[config.mk]
export PLATFORM = sky130hd
export DESIGN_NAME = cpu_mem_unit
export DESIGN_NICKNAME = d
export VERILOG_FILES = /design/src/rtl/cpu_mem_unit_pkg.sv /design/src/rtl/cpu_mem_unit_mem_array.sv /design/src/rtl/cpu_mem_unit.sv
export SDC_FILE = /design/constraint.sdc
export NUM_CORES = 2
export LEC_CHECK = 0
export CAP_MARGIN = 20
export CORE_ASPECT_RATIO = 0.5
export CORE_UTILIZATION = 34
export CTS_BUF_LIST = sky130_fd_sc_hd__clkbuf_2
export CTS_CLUSTER_SIZE = 8
export DETAILED_ROUTE_END_ITERATION = 10
export PLACE_DENSITY = 0.57
export RECOVER_POWER = 50
export SYNTH_ARGS = -nofsm -noshare
export SYNTH_HDL_FRONTEND = slang
export SYNTH_SLANG_ARGS = --single-unit
[constraint.sdc]
create_clock -name clk -period 17.9 [get_ports clk]
set_input_delay 3.58 -clock clk [delete_from_list [all_inputs] [get_ports clk]]
set_output_delay 3.58 -clock clk [all_outputs]
set_load 0.1 [all_outputs]
[src/rtl/cpu_mem_unit_pkg.sv]
// Shared definitions for the CPU memory unit.
// Holds the CPU mode encodings driven on cpustate, the internal FSM state type,
// and the data / CPU address widths used by the top level and the storage array.
package cpu_mem_unit_pkg;

    localparam int unsigned DATA_W = 8;
    localparam int unsigned CPU_AW = 16;

    // cpustate encodings; 2'b11 is not listed and behaves like ST_IDLE
    localparam logic [1:0] ST_IDLE = 2'b00;
    localparam logic [1:0] ST_RUN  = 2'b01;
    localparam logic [1:0] ST_LOAD = 2'b10;

    typedef enum logic [1:0] {
        S_IDLE  = 2'b00,
        S_RUN   = 2'b01,
        S_LOAD  = 2'b10,
        S_CLEAR = 2'b11
    } state_e;

endpackage

[src/rtl/cpu_mem_unit_mem_array.sv]
// Byte storage for the CPU memory unit: 2**AW x DW entries, one synchronous
// write port and one asynchronous (combinational) read port. Contents are not reset.
// Ports:
//   clk_i    write clock
//   we_i     write enable, sampled on posedge clk_i
//   waddr_i  write address
//   wdata_i  write data
//   raddr_i  read address
//   rdata_o  read data, combinational from raddr_i
module cpu_mem_unit_mem_array #(
    parameter int unsigned AW = 8,
    parameter int unsigned DW = 8
) (
    input  logic          clk_i,
    input  logic          we_i,
    input  logic [AW-1:0] waddr_i,
    input  logic [DW-1:0] wdata_i,
    input  logic [AW-1:0] raddr_i,
    output logic [DW-1:0] rdata_o
);

    localparam int unsigned DEPTH = 2 ** AW;

    logic [DW-1:0] mem_q [DEPTH];

    always_ff @(posedge clk_i) begin
        if (we_i) begin
            mem_q[waddr_i] <= wdata_i;
        end
    end

    assign rdata_o = mem_q[raddr_i];

endmodule

[src/rtl/cpu_mem_unit.sv]
// CPU program/data memory unit. Sits downstream of the CPU bus interface and owns
// the only memory array. In RUN mode the CPU reads (zero latency) and writes the
// array; in LOAD mode a byte-serial loader fills it from LOAD_BASE upwards; a clear
// request sweeps every location to zero.
// Optional feature: define MEM_LOAD_CHECKSUM_EN to add ld_sum, the modulo-256 sum of
// bytes accepted since the last entry into LOAD mode.
// Ports:
//   clk        system clock
//   rst        asynchronous active-low reset
//   cpustate   mode request: 00 IDLE, 01 RUN, 10 LOAD, 11 IDLE
//   cpu_addr   CPU address; bits above AW must be zero for an in-range access
//   cpu_wdata  CPU write data
//   cpu_read   CPU read strobe
//   cpu_write  CPU write strobe
//   cpu_rdata  read data (zero unless a valid in-range RUN read)
//   ld_data    loader byte
//   ld_valid   loader byte valid
//   ld_ready   loader may transfer (high only in LOAD)
//   ld_addr    next address the loader will write
//   clr_req    request a full-memory clear (taken from IDLE only)
//   busy       clear sweep in progress
//   ld_sum     loader checksum (only with MEM_LOAD_CHECKSUM_EN)
//   addr_err   sticky flag: CPU access with cpu_addr >= DEPTH
module cpu_mem_unit
    import cpu_mem_unit_pkg::*;
#(
    parameter int unsigned AW        = 8,
    parameter int unsigned LOAD_BASE = 0
) (
    input  logic              clk,
    input  logic              rst,
    input  logic [1:0]        cpustate,
    input  logic [CPU_AW-1:0] cpu_addr,
    input  logic [DATA_W-1:0] cpu_wdata,
    input  logic              cpu_read,
    input  logic              cpu_write,
    output logic [DATA_W-1:0] cpu_rdata,
    input  logic [DATA_W-1:0] ld_data,
    input  logic              ld_valid,
    output logic              ld_ready,
    output logic [AW-1:0]     ld_addr,
    input  logic              clr_req,
    output logic              busy,
`ifdef MEM_LOAD_CHECKSUM_EN
    output logic [DATA_W-1:0] ld_sum,
`endif
    output logic              addr_err
);

    localparam int unsigned   DEPTH     = 2 ** AW;
    localparam logic [AW-1:0] LAST_ADDR = AW'(DEPTH - 1);
    localparam logic [AW-1:0] BASE_ADDR = AW'(LOAD_BASE);

    state_e          state_q, state_d;
    logic            ld_ready_q, ld_ready_d;
    logic            busy_q, busy_d;
    logic            addr_err_q, addr_err_d;
    logic [AW-1:0]   ld_addr_q, ld_addr_d;
    logic [AW-1:0]   clr_cnt_q, clr_cnt_d;

    logic              in_range;
    logic              enter_load;
    logic              ld_accept;
    logic              mem_we;
    logic [AW-1:0]     mem_waddr;
    logic [DATA_W-1:0] mem_wdata;
    logic [DATA_W-1:0] mem_rdata;

    // Any address bit at or above AW makes the access out of range.
    assign in_range   = (cpu_addr >> AW) == '0;
    assign enter_load = (state_q == S_IDLE) && !clr_req && (cpustate == ST_LOAD);
    assign ld_accept  = (state_q == S_LOAD) && ld_valid && ld_ready_q;

    // ------------------------------------------------------------------
    // Next-state logic
    // ------------------------------------------------------------------
    always_comb begin
        state_d    = state_q;
        ld_ready_d = ld_ready_q;
        busy_d     = busy_q;
        addr_err_d = addr_err_q;
        ld_addr_d  = ld_addr_q;
        clr_cnt_d  = clr_cnt_q;

        case (state_q)
            S_IDLE: begin
                if (clr_req) begin
                    state_d    = S_CLEAR;
                    clr_cnt_d  = '0;
                    busy_d     = 1'b1;
                    addr_err_d = 1'b0;
                end else if (cpustate == ST_RUN) begin
                    state_d = S_RUN;
                end else if (cpustate == ST_LOAD) begin
                    state_d    = S_LOAD;
                    ld_addr_d  = BASE_ADDR;
                    ld_ready_d = 1'b1;
                    addr_err_d = 1'b0;
                end
            end

            S_RUN: begin
                if ((cpu_read || cpu_write) && !in_range) begin
                    addr_err_d = 1'b1;
                end
                if (cpustate != ST_RUN) begin
                    state_d = S_IDLE;
                end
            end

            S_LOAD: begin
                // Natural AW-bit overflow gives the DEPTH-1 -> 0 wrap.
                if (ld_accept) begin
                    ld_addr_d = ld_addr_q + AW'(1);
                end
                if (cpustate != ST_LOAD) begin
                    state_d    = S_IDLE;
                    ld_ready_d = 1'b0;
                end
            end

            S_CLEAR: begin
                clr_cnt_d = clr_cnt_q + AW'(1);
                if (clr_cnt_q == LAST_ADDR) begin
                    state_d = S_IDLE;
                    busy_d  = 1'b0;
                end
            end

            default: begin
                state_d = S_IDLE;
            end
        endcase
    end

    always_ff @(posedge clk or negedge rst) begin
        if (!rst) begin
            state_q    <= S_IDLE;
            ld_ready_q <= 1'b0;
            busy_q     <= 1'b0;
            addr_err_q <= 1'b0;
            ld_addr_q  <= '0;
            clr_cnt_q  <= '0;
        end else begin
            state_q    <= state_d;
            ld_ready_q <= ld_ready_d;
            busy_q     <= busy_d;
            addr_err_q <= addr_err_d;
            ld_addr_q  <= ld_addr_d;
            clr_cnt_q  <= clr_cnt_d;
        end
    end

    // ------------------------------------------------------------------
    // Single write port shared by CPU, loader and clear sweep
    // ------------------------------------------------------------------
    always_comb begin
        mem_we    = 1'b0;
        mem_waddr = cpu_addr[AW-1:0];
        mem_wdata = cpu_wdata;
        case (state_q)
            S_RUN: begin
                mem_we = cpu_write && in_range;
            end
            S_LOAD: begin
                mem_we    = ld_accept;
                mem_waddr = ld_addr_q;
                mem_wdata = ld_data;
            end
            S_CLEAR: begin
                mem_we    = 1'b1;
                mem_waddr = clr_cnt_q;
                mem_wdata = '0;
            end
            default: begin
                mem_we = 1'b0;
            end
        endcase
    end

    cpu_mem_unit_mem_array #(
        .AW (AW),
        .DW (DATA_W)
    ) u_mem_array (
        .clk_i   (clk),
        .we_i    (mem_we),
        .waddr_i (mem_waddr),
        .wdata_i (mem_wdata),
        .raddr_i (cpu_addr[AW-1:0]),
        .rdata_o (mem_rdata)
    );

    // Read data reflects pre-edge contents, so a same-cycle write shows up next cycle.
    assign cpu_rdata = ((state_q == S_RUN) && cpu_read && in_range) ? mem_rdata : '0;
    assign ld_ready  = ld_ready_q;
    assign ld_addr   = ld_addr_q;
    assign busy      = busy_q;
    assign addr_err  = addr_err_q;

`ifdef MEM_LOAD_CHECKSUM_EN
    logic [DATA_W-1:0] ld_sum_q, ld_sum_d;

    always_comb begin
        ld_sum_d = ld_sum_q;
        if (enter_load) begin
            ld_sum_d = '0;
        end else if (ld_accept) begin
            ld_sum_d = ld_sum_q + ld_data;
        end
    end

    always_ff @(posedge clk or negedge rst) begin
        if (!rst) begin
            ld_sum_q <= '0;
        end else begin
            ld_sum_q <= ld_sum_d;
        end
    end

    assign ld_sum = ld_sum_q;
`else
    // enter_load only feeds the checksum.
    logic unused_enter_load;
    assign unused_enter_load = enter_load;
`endif

endmodule

# ---- Yosys cells after proc, flatten, opt, wreduce, memory -nomap -nowiden
# Memory sizes are Yosys's and may differ from the RTL's.
# Cells that the tools add are included.
dict set report classes {
  n_reduce_logical 19
  mux 33
  n_addsub 2
  eq_ne 20
}
# op n
set op_table {}
lappend op_table {{$pmux W8 S2} 4}
lappend op_table {{$mux W8} 6}
lappend op_table {{$add A8 B1 Y8 const B} 2}
lappend op_table {{$logic_not A16 Y1} 1}
lappend op_table {{$ne A2 B2 Y1 const B} 8}
lappend op_table {{$mux W1} 12}
lappend op_table {{$mux W2} 6}
lappend op_table {{$reduce_and A5 Y1} 2}
lappend op_table {{$eq A8 B8 Y1 const B} 1}
lappend op_table {{$pmux W2 S4} 1}
lappend op_table {{$reduce_and A4 Y1} 2}
lappend op_table {{$eq A2 B2 Y1 const B} 3}
lappend op_table {{$logic_and A1 B1 Y1} 6}
lappend op_table {{$ne A2 B1 Y1 const B} 3}
lappend op_table {{$pmux W1 S2} 3}
lappend op_table {{$reduce_bool A2 Y1} 3}
lappend op_table {{$eq A2 B1 Y1 const B} 2}
lappend op_table {{$ne A4 B2 Y1 const B} 1}
lappend op_table {{$ne A3 B2 Y1 const B} 1}
lappend op_table {{$ne A3 B3 Y1 const B} 1}
lappend op_table {{$pmux W1 S3} 1}
lappend op_table {{$reduce_and A3 Y1} 1}
lappend op_table {{$logic_not A2 Y1} 1}
lappend op_table {{$reduce_and A2 Y1} 1}
lappend op_table {{2 further kinds} 2}
dict set report word_totals {
  output_inout_bits 19
  in_bits 40
  elab_cells 81
  n_memories 1
  mem_bits_rw 2048
  register_bits 21
}
# memory words width rd rd_clocked_by_memory_dff write_ports line
set memory_table {}
lappend memory_table {u_mem_array.mem_q 256 8 1 0 1 cpu_mem_unit_mem_array.sv:24} ;# logic [DW-1:0] mem_q [DEPTH];

# ---- Depth between registers and ports, before layout
dict set report logic_depth {
  word_depth 6
  mapped_depth 13
  ltp_nobuf 7
}

# ---- Modules after synthesis
# A second synthesis with hierarchy kept.
dict set report unflattened {
  hier_cells 3904
  area_unflattened_um2 80923.9
}
# module area_per_inst_um2 seq_area_each_um2 cells_each n_inst
set by_module_without_submodules {}
lappend by_module_without_submodules {cpu_mem_unit_mem_array 79396.1 61499.0 3725 1}
lappend by_module_without_submodules {cpu_mem_unit 1527.7 525.5 179 1}

# ---- Least setup slack after synthesis
# No wires, ideal clock.
dict set report synth_path {
  path_type {input port to flip-flop}
  start {in cpu_wdata[0]}
  end {mem u_mem_array.mem_q[0][0] (data pin)}
  setup_ns 2.187
  path_buffers 0
  t_required_ns 15.713
  setup_slack_ns 2.205
  arrival_ns 13.508
  path_stages 2
  path_cell_list {inv_1 -> o21ai_0}
}
dict set report synth_via {
  elab_chain_len 1
}
# element line
set synth_rtl {}
lappend synth_rtl {{start: declaration} cpu_mem_unit.sv:34} ;# input logic [DATA_W-1:0] cpu_wdata,
lappend synth_rtl {{$pmux W8 S2} cpu_mem_unit.sv:161} ;# case (state_q)
lappend synth_rtl {{via mem_wdata[0]} cpu_mem_unit.sv:66} ;# logic [DATA_W-1:0] mem_wdata;
lappend synth_rtl {{end: declaration} cpu_mem_unit_mem_array.sv:24}
# The timed path passes the listed nets, and every way through them passes these cells.

# ---- Worst setup path after layout
dict set report layout_path {
  start {in cpu_addr[1]}
  end {out cpu_rdata[6]}
}
dict set report layout_via {
  elab_chain_len 2
}
# element line
set layout_rtl {}
lappend layout_rtl {{start: declaration} cpu_mem_unit.sv:33} ;# input logic [CPU_AW-1:0] cpu_addr,
lappend layout_rtl {{$mem_v2 Z256 W8} --}
lappend layout_rtl {{$mux W8} cpu_mem_unit.sv:194} ;# assign cpu_rdata = ((state_q == S_RUN) && cpu_read && in_range) ? mem_rdata : '0;
lappend layout_rtl {{end: declaration} cpu_mem_unit.sv:37} ;# output logic [DATA_W-1:0] cpu_rdata,
# Every way passes these cells.

==> impl_metrics.py <==
metrics = {
    "run_status": {
        "outcome": "finished with violations",
        "violations": "design-rule violations, max-capacitance violations, max-slew violations",
    },
    "sta": {
        "rsz0062_at_grt": "false",
        "max-slew-margin-rel": -3.99,
        "skew_ns": 0.146,
        "worstMarginPinSlew_ns": 7.49,
        "setup_viol": 0,
        "hold_violations": 0,
        "clock.fmax_mhz": 72.0,
        "finalMaxSlewViolations": 2102,
        "timing.final.crit_share": 0.776,
        "finalSetupTns_ns": 0,
        "layout_min_cycle_time_ns": 13.89,
    },
    "route": {
        "ant_nets": 0,
        "drc": 10,
        "wirelength_um": 237000,
        "firstDrtPassIters": 11,
        "via_per_inst": 5.49,
        "avgRoutedWirePerCell_um": 29.3,
        "vias": 44500,
        "drt-initial-drc-count": 5437,
    },
    "cts": {
        "h-tree-depth": 5,
        "postCtsSetupRepairBufs": 0,
        "cts_hold_buf": 0,
        "clk_path_buf_depth": 4,
        "cts_tree": "done",
        "numCtsBuffers": 481,
        "cts_resized": 0,
        "clk_latency_ns": 1.85,
        "cts_root_buf": "clkbuf_2",
        "clock-sinks": 2069,
        "clk_pin_slew_ns": 0.12,
    },
    "power": {
        "seqPwrFrac": 0.614,
        "p_int_mw": 6.46,
        "clkPwrFrac": 0.346,
        "switching_share": 0.243,
        "switchingPower_mw": 2.07,
        "p_leak_nw": 28.0,
        "vdd_ir_drop_max_uv": 48.3,
        "comb_power_share": 0.040,
        "p_per_area_mw_per_mm2": 95.1,
    },
    "synthesis": {
        "synth_top_area_share": 0.752,
        "seq_area_frac_synth": 0.759,
        "synth_edf_count": 2048,
        "synth_area_mm2": 0.0818,
        "yosysMostFrequentCell": "edfxtp_1",
        "synth.cells.most_frequent": "edfxtp_1 (2,048), mux4_2 (374), nor2_1 (347), mux2i_1 (264), nand2_1 (130)",
        "ys_ff_latch": 2069,
        "synth.area.top_cells": "edfxtp_1 (75%), mux4_2 (10%), mux2i_1 (3.2%)",
        "syn_nets": 4185,
        "synthDistinctLibCells": 78,
        "ys_async_sr_fraction": 0.0101,
        "syn-mean-instance-area_um2": 19.7,
        "ys_warn_count": 0,
        "synth.largest_area_cell": "edfxtp_1",
        "synthCells": 4143,
        "synth_ff_type": "edfxtp_1",
    },
    "floorplan": {
        "fp.dieH_um": 349,
        "pin_count": 59,
        "num_rows": 126,
        "core_mm2": 0.237,
        "dieArea_mm2": 0.243,
        "initial_core_util": 0.344,
        "die_x_um": 696,
    },
    "worst_setup_path": {
        "crit_path_end_kind": "output port",
        "startpoint_type": "primary input",
        "required_ns": 14.32,
        "critPathMaxFanout": 63,
        "cp_common_cell": "nor4_1",
        "cp.arrival_ns": 10.31,
        "crit_type": "primary input to output port",
        "cp_slowest_stage_delay_ns": 2.26,
        "worstPathCellList": "buf_8, clkbuf_1, mux4_2, nor4_1, nor4_1, nand4_1, or3_1, o41ai_1, buf_4, clkdlybuf4s50_1",
        "crit_path_top_delay_cell": "clkbuf_1",
    },
    "flow_run": {
        "drv_cap": 36,
    },
    "final_layout": {
        "nFillCells": 22000,
        "multiInputGateArea_mm2": 0.0181,
        "utilization": 0.377,
        "drive_gt1_frac": 0.246,
        "seqCellArea_mm2": 0.0620,
        "syn_to_final_growth_pct": 9.59,
        "final_nets": 4571,
    },
    "global_routing": {
        "grt_usage": 0.192,
        "grt_pass1_vias": 44600,
        "grt_pass1_wl_um": 332000,
        "grt_max_degree": 149,
        "gr-total-overflow": 0,
        "antenna_found_initial": 20,
    },
    "placed_design": {
        "gp_congestion": 0.891,
        "port_buffers": 58,
        "hpwl_um": 144000,
    },
    "hold_path": {
        "hp-class": "register to register",
    },
}
==> power by group through the flow <==
stage	registers (mW)	logic [mW]	clock network, mW
after floorplan	5.35	0.226	0
after detailed placement	5.34	0.339	0
after global placement	5.34	0.338	0
after CTS	5.23	0.339	3.01
final	5.23	0.341	2.95
after global routing	5.23	0.352	3.24
==> area by class of cell <==
type | count | area share
sequential | 2069 | 0.692
multi-input combinational | 1808 | 0.202
tap | 3200 | 0.0447
clock buffer | 699 | 0.0390
timing repair buffer | 155 | 0.0144
clock inverter | 137 | 0.00722
inverter | 14 | 0.000628
antenna | 11 | 0.000307
==> path summary, 6_finish.rpt <==
check | startpoint | endpoint | slack [ns] | depth (start not counted)
hold reg to reg | addr_err$_DFFE_PN0P_ | addr_err$_DFFE_PN0P_ | 0.54 | 2
max in group asynchronous | rst | state_q[1]$_DFFE_PN0P_ | 14.91 | 1
min in group asynchronous | rst | clr_cnt_q[1]$_DFFE_PN0P_ | 2.32 | 1
setup reg to reg | state_q[1]$_DFFE_PN0P_ | u_mem_array.mem_q[116][0]$_DFFE_PP_ | 7.14 | 4
setup / recovery | cpu_addr[1] | cpu_rdata[6] | 4.01 | 10
hold / removal | addr_err$_DFFE_PN0P_ | addr_err$_DFFE_PN0P_ | 0.54 | 2
==> per-stage QoR <==
step | cell area, µm² | std cells | hold slack [ns] | setup WS [ns] | power, mW
2_1_floorplan | 81800 | 4143 | 0.510 | 2.20 | 5.57
3_3_place_gp | 85600 | 7238 | 0.483 | 4.31 | 5.68
3_5_place_dp | 85600 | 7241 | 0.530 | 5.17 | 5.68
4_1_cts | 89800 | 8077 | 0.557 | 5.15 | 8.59
5_1_grt | 89600 | 8092 | 0.588 | 3.82 | 8.83
6_report | 89600 | 8093 | 0.544 | 4.01 | 8.53
==> cells in the final DEF (no fill, tap or decap), types with 14 or more instances in the layout <==
| cell type | count |
|---|---|
| o21ai_0 | 61 |
| nand3_1 | 31 |
| dfrtp_1 | 20 |
| or3_1 | 15 |
| clkbuf_1 | 34 |
| a211oi_1 | 16 |
| clkdlybuf4s50_1 | 40 |
| a21oi_1 | 64 |
| o221ai_1 | 48 |
| nor3_1 | 65 |
| nor4_1 | 16 |
| buf_4 | 55 |
| nand2_1 | 129 |
| nand4_1 | 16 |
| dlygate4sd3_1 | 14 |
| a22oi_1 | 25 |
| clkinv_1 | 114 |
| mux2i_1 | 264 |
| mux4_1 | 24 |
| o22ai_1 | 107 |
| mux4_2 | 374 |
| nor2_1 | 347 |
| clkinv_2 | 14 |
| edfxtp_1 | 2048 |
| clkbuf_2 | 699 |
| o32ai_1 | 15 |
==> critical path, delay by kind of cell <==
kind	cells	cell delay, ns
AO/OA/AOI/OAI	1	0.25
buffers and inverters	4	4.06
multiplexers	1	0.68
AND/OR/NAND/NOR	4	1.64
==> registers in the layout, indices dropped and copies added, names as in the netlist <==
| signal | cells |
|---|---|
| addr_err | 1 |
| ld_addr | 8 |
| u_mem_array.mem_q | 2048 |
| busy | 1 |
| state_q | 2 |
| ld_ready | 1 |
| clr_cnt_q | 8 |
==> routing by layer <==
metal,global-route usage,share of wire,up-vias
met5,0,0.00041,-
met4,0.0697,0.034,16
met3,0.0498,0.099,454
met2,0.298,0.46,2430
met1,0.261,0.41,23300
li1,-,-,18200
==> cells by family (layout without fill, tap and decap cells) <==
logic type | Yosys count | in the layout | share of synthesized area
flops | 2069 | 2069 | 0.759
fa+ha+maj | 2 | 2 | 0.000306
buf+inv | 266 | 1005 | 0.0214
compound gates | 446 | 446 | 0.0378
xor+xnor | 10 | 10 | 0.00107
mux | 671 | 671 | 0.144
other cells | 0 | 11 | 0
simple gates | 679 | 679 | 0.0366
Note: power is estimated with default switching activity, not from simulation.
